## src/rtl/req_ack_monitor.sv

```systemverilog
// Request/acknowledge protocol monitor: tracks one outstanding transaction, measures
// its latency, counts completions and raises sticky protocol error flags.
module req_ack_monitor #(
  parameter int DW      = 32,
  parameter int TIMEOUT = 8,
  parameter int CNTW    = 16
) (
  input  logic            i_clk,
  input  logic            i_reset,
  input  logic            i_bus_req,
  input  logic            i_bus_ack,
  input  logic [DW-1:0]   i_bus_data,
  input  logic            i_clear_err,
  output logic            o_busy,
  output logic            o_done,
  output logic [DW-1:0]   o_last_data,
  output logic [7:0]      o_last_latency,
  output logic [CNTW-1:0] o_txn_count,
  output logic            o_err_overlap,
  output logic            o_err_spurious,
  output logic            o_err_timeout,
  output logic            o_err_pulse
);

  // state | meaning
  // IDLE  | no request outstanding
  // WAIT  | request accepted, waiting for ack; r_lat counts cycles since the request
  typedef enum logic {S_IDLE = 1'b0, S_WAIT = 1'b1} state_t;

  localparam logic [7:0] LP_TMO = 8'(TIMEOUT);

  state_t            r_state;
  logic [7:0]        r_lat;
  logic [DW-1:0]     r_last_data;
  logic [7:0]        r_last_latency;
  logic [CNTW-1:0]   r_txn_count;
  logic              r_done;
  logic              r_err_overlap;
  logic              r_err_spurious;
  logic              r_err_timeout;
  logic              r_err_pulse;

  logic w_wait;
  logic w_lat_end;
  logic w_complete;
  logic w_timeout;
  logic w_overlap;
  logic w_spurious;
  logic w_accept;

  always_comb begin
    w_wait     = (r_state == S_WAIT);
    w_lat_end  = (r_lat == LP_TMO);
    w_complete = w_wait && i_bus_ack;
    w_timeout  = w_wait && !i_bus_ack && w_lat_end;
    // A request landing on the timeout edge is accepted, not an overlap.
    w_overlap  = w_wait && !i_bus_ack && !w_lat_end && i_bus_req;
    w_spurious = !w_wait && i_bus_ack;
    w_accept   = i_bus_req && (!w_wait || i_bus_ack || w_lat_end);
  end

  always_ff @(posedge i_clk or posedge i_reset) begin
    if (i_reset) begin
      r_state        <= S_IDLE;
      r_lat          <= '0;
      r_last_data    <= '0;
      r_last_latency <= '0;
      r_txn_count    <= '0;
      r_done         <= 1'b0;
      r_err_overlap  <= 1'b0;
      r_err_spurious <= 1'b0;
      r_err_timeout  <= 1'b0;
      r_err_pulse    <= 1'b0;
    end else begin
      if (w_accept) begin
        r_state     <= S_WAIT;
        r_lat       <= 8'd1;
        r_last_data <= i_bus_data;
      end else if (w_complete || w_timeout) begin
        r_state <= S_IDLE;
        r_lat   <= '0;
      end else if (w_wait && !w_lat_end) begin
        r_lat <= r_lat + 8'd1;
      end

      r_done <= w_complete;
      if (w_complete) begin
        r_last_latency <= r_lat;
        if (r_txn_count != '1) r_txn_count <= r_txn_count + 1'b1;
      end

      r_err_overlap  <= (r_err_overlap  && !i_clear_err) || w_overlap;
      r_err_spurious <= (r_err_spurious && !i_clear_err) || w_spurious;
      r_err_timeout  <= (r_err_timeout  && !i_clear_err) || w_timeout;
      r_err_pulse    <= w_overlap || w_spurious || w_timeout;
    end
  end

  assign o_busy         = (r_state == S_WAIT);
  assign o_done         = r_done;
  assign o_last_data    = r_last_data;
  assign o_last_latency = r_last_latency;
  assign o_txn_count    = r_txn_count;
  assign o_err_overlap  = r_err_overlap;
  assign o_err_spurious = r_err_spurious;
  assign o_err_timeout  = r_err_timeout;
  assign o_err_pulse    = r_err_pulse;

endmodule

```

## config.mk

```make
export PLATFORM = sky130hd
export DESIGN_NAME = req_ack_monitor
export DESIGN_NICKNAME = d
export VERILOG_FILES = /design/src/rtl/req_ack_monitor.sv
export SDC_FILE = /design/constraint.sdc
export NUM_CORES = 1
export LEC_CHECK = 0
export BUFFER_PORTS_ARGS = -buffer_cell sky130_fd_sc_hd__buf_4
export CAP_MARGIN = 20
export CORE_ASPECT_RATIO = 1.1
export CORE_UTILIZATION = 57
export CTS_BUF_LIST = sky130_fd_sc_hd__clkbuf_4 sky130_fd_sc_hd__clkbuf_8
export DETAILED_ROUTE_END_ITERATION = 10
export PLACE_DENSITY = 0.86
export SLEW_MARGIN = 40
export SYNTH_ARGS = -nofsm -noshare
export SYNTH_HDL_FRONTEND = slang
export SYNTH_SLANG_ARGS = --single-unit
```

## constraint.sdc

```tcl
create_clock -name i_clk -period 4.55 [get_ports i_clk]
set_input_delay 0.6825 -clock i_clk [delete_from_list [all_inputs] [get_ports i_clk]]
set_output_delay 0.6825 -clock i_clk [all_outputs]
set_load 0.02 [all_outputs]
```

==> impl_metrics.csv <==
group,metric,value,unit
placement,globalplace.congestion,0.8250,
setup_path,cp.arrival,2.76,ns
clocking,cts_tree,"yes",
job,cap_violations,0,
sta,hold_viol,0,
grt,grt.overflow.total,0,
final_layout,stdcell_area,4065,um^2
clocking,clock-sinks,70,
floorplanning,io_pins,99,
synthesis,synth.area.top_cells,"dfrtp_1 56%, mux2_4 15%, mux2_2 3.3%",
detailed_routing,drc_errors,0,
sta,worst_pin_slew,0.7353,ns
detailed_routing,firstDrtPassIters,4,
final_layout,fillCellCount,332,
final_layout,antennaDiodeCount,0,
detailed_routing,viasPerCell,5.470,
synthesis,synth.most_common_cell,"dfrtp_1",
power_and_ir_drop,peakVddDrop,352.6,uV
clocking,hold_buffers,0,
setup_path,crit_path_cell_trace,"inv_1 -> ha_1 -> nor4b_4 -> and3_4 -> o21ai_4 -> buf_4 -> mux2_4",
sta,timing.setup.tns,0,ns
synthesis,synth-seq-area-share,56.50,%
setup_path,critPathLaunchType,"flop",
sta,drv_slew,0,
floorplanning,rows,27,
final_layout,final_cells,413,
sta,post-route-min-period,2.532,ns
setup_path,worst-r2r-setup-slack,2.02,ns
sta,fin_skew,0.008059,ns
placement,dp.cells,398,
synthesis,synth_cell_types,32,
clocking,clock_latency,0.34,ns
power_and_ir_drop,power.leakage,2.062,nW
placement,placed_area,3891,um^2
setup_path,end_kind,"flop",
synthesis,ys_seq_elements,70,
floorplanning,die_area,5739,um^2
synthesis,yosysTopAreaCell,"dfrtp_1",
detailed_routing,wirelength,6.704,mm
run_status,outcome,"completed",
synthesis,ys.flop_type,"dfrtp_1",
clocking,numCtsBuffers,9,
power_and_ir_drop,power_density,419.3,nW/um^2
synthesis,avgSynthCellArea,13.31,um^2
synthesis,synth_edf_count,0,
placement,dpl.hpwl,4.703,mm
synthesis,syn_area,3100,um^2
final_layout,area_growth,31.11,%
sta,maxSlewHeadroom,50.80,%
sta,grt_setup_unrepaired,"false",
grt,grt_util_all_layers,25.49,%
clocking,ctsResizeCount,0,
floorplanning,die_y,79.35,um
clocking,cts_setup_buffers,0,
synthesis,async_reset_ff_share,100.0,%
worst_hold_path,hp-class,"in2async",
clocking,root_buffer,"clkbuf_8",
grt,antenna_found_initial,0,
detailed_routing,drt_iter0_markers,109,
sta,fmax,395.0,MHz
setup_path,crit_path_top_delay_cell,"o21ai_4",
placement,port_buffers,98,
setup_path,crit_type,"reg2reg",
floorplanning,core_region_area,5135,um^2
detailed_routing,vias,2259,
final_layout,drive_gt1_share,47.51,%
clocking,cts.clk_slew.worst_paths,0.07,ns
power_and_ir_drop,power.total,1.705,mW
synthesis,yosysTopAreaCellShare,56.50,%
synthesis,synthCells,233,
sta,finalCritPeriodShare,55.64,%
synthesis,yosysWarnings,0,
setup_path,cpPeakStageDelay,0.60,ns
synthesis,syn_nets,273,
floorplanning,start_util,60.38,%
final_layout,final_nets,377,
detailed_routing,wl_per_cell,16.23,um
setup_path,worstPathRequired,4.78,ns
grt,grt_max_degree,39,
sta,finalSetupViolCount,0,
grt,grt_pass1_wl,10.94,mm
clocking,htree_levels,3,
clocking,clock_path_buffers,2,
grt,grt_pass1_vias,2238,
floorplanning,die_w,72.32,um
synthesis,synth_top_cells_by_count,"70 x dfrtp_1, 30 x mux2_4, 14 x nand2_1",
detailed_routing,ant_nets,0,
setup_path,cp_max_fo,17,
sta,hold_slack,0.4297,ns
==> logic make-up after synthesis <==
group | count (synthesis) | synth area share (%)
flops | 70 | 56.50
simple gates | 58 | 10.41
mux | 43 | 19.09
compound gates | 31 | 6.498
buf+inv | 16 | 2.905
xor+xnor | 12 | 3.390
fa+ha+maj | 3 | 1.211
==> cells in the final DEF, fill, tap and decap left out, types with 4 or more instances in the layout <==
cell type | synthesis | final
xnor2_1 | 6 | 6
inv_1 | 9 | 8
nand2_1 | 14 | 14
nor3_1 | 5 | 5
buf_4 | 0 | 100
nor2_1 | 8 | 8
and3_1 | 4 | 4
o21ai_0 | 9 | 9
clkbuf_8 | 0 | 11
mux2i_1 | 4 | 4
xor2_1 | 6 | 6
a31oi_1 | 6 | 5
mux2_4 | 30 | 30
nand3_1 | 7 | 7
mux2_2 | 9 | 9
dfrtp_1 | 70 | 70
nand4_1 | 6 | 6
a21oi_1 | 7 | 7
==> worst paths after layout <==
kind	from	to	cells past startpoint
worst max-delay path	r_lat[0]	o_last_data[24]	7
worst min-delay path	i_reset	o_last_data[6]	2
worst max register to register	r_lat[0]	o_last_data[24]	7
worst min register to register	o_last_latency[0]	o_last_latency[0]	2
max in group asynchronous	i_reset	o_last_latency[1]	3
min in group i_clk	o_last_latency[0]	o_last_latency[0]	2
==> flip-flops by register name, indices dropped and copies added, names as in the netlist <==
name / flops
o_busy: 1
o_done: 1
o_err_overlap: 1
o_err_pulse: 1
o_err_spurious: 1
o_err_timeout: 1
o_last_data: 32
o_last_latency: 8
o_txn_count: 16
r_lat: 8
==> cell type report <==
| type | instances | area (um^2) | area share, % |
|---|---|---|---|
| well taps | 72 | 90.09 | 2.216 |
| clock inverters | 4 | 22.52 | 0.5540 |
| multi-input cells | 147 | 1265 | 31.12 |
| inverters | 9 | 33.78 | 0.8310 |
| flip-flops and latches | 70 | 1752 | 43.09 |
| repair buffers | 100 | 750.7 | 18.47 |
| clock buffers | 11 | 151.4 | 3.724 |
==> stage by stage <==
step	util [%]	setup WS, ns
finish	79.17	2.018
global route	79.17	1.887
CTS	79.17	2.009
detailed placement	75.78	1.997
global placement	75.66	2.072
floorplan	-	2.099
==> metal layers <==
layer | vias to the layer above | part of all wire [%] | track usage, %
li1 | 1034 | - | -
met1 | 1126 | 42 | 32.25
met2 | 86 | 50 | 41.68
met3 | 13 | 6.1 | 4.442
met4 | 0 | 2.3 | 13.53
met5 | - | 0 | 0
==> power by group <==
group	total, mW	internal, mW	switching (mW)
Combinational	0.463	0.233	0.230
Sequential	0.796	0.713	0.0831
Clock	0.445	0.222	0.223
Total	1.70	1.17	0.536
==> critical path, delay by kind of cell, from the launching register on <==
kind,cells,cell delay [ns]
compound gates,1,0.60
fa+ha+maj,1,0.20
buf+inv,2,0.50
flops,1,0.43
mux,1,0.33
simple gates,2,0.35
(Power assumes the default switching activity.)
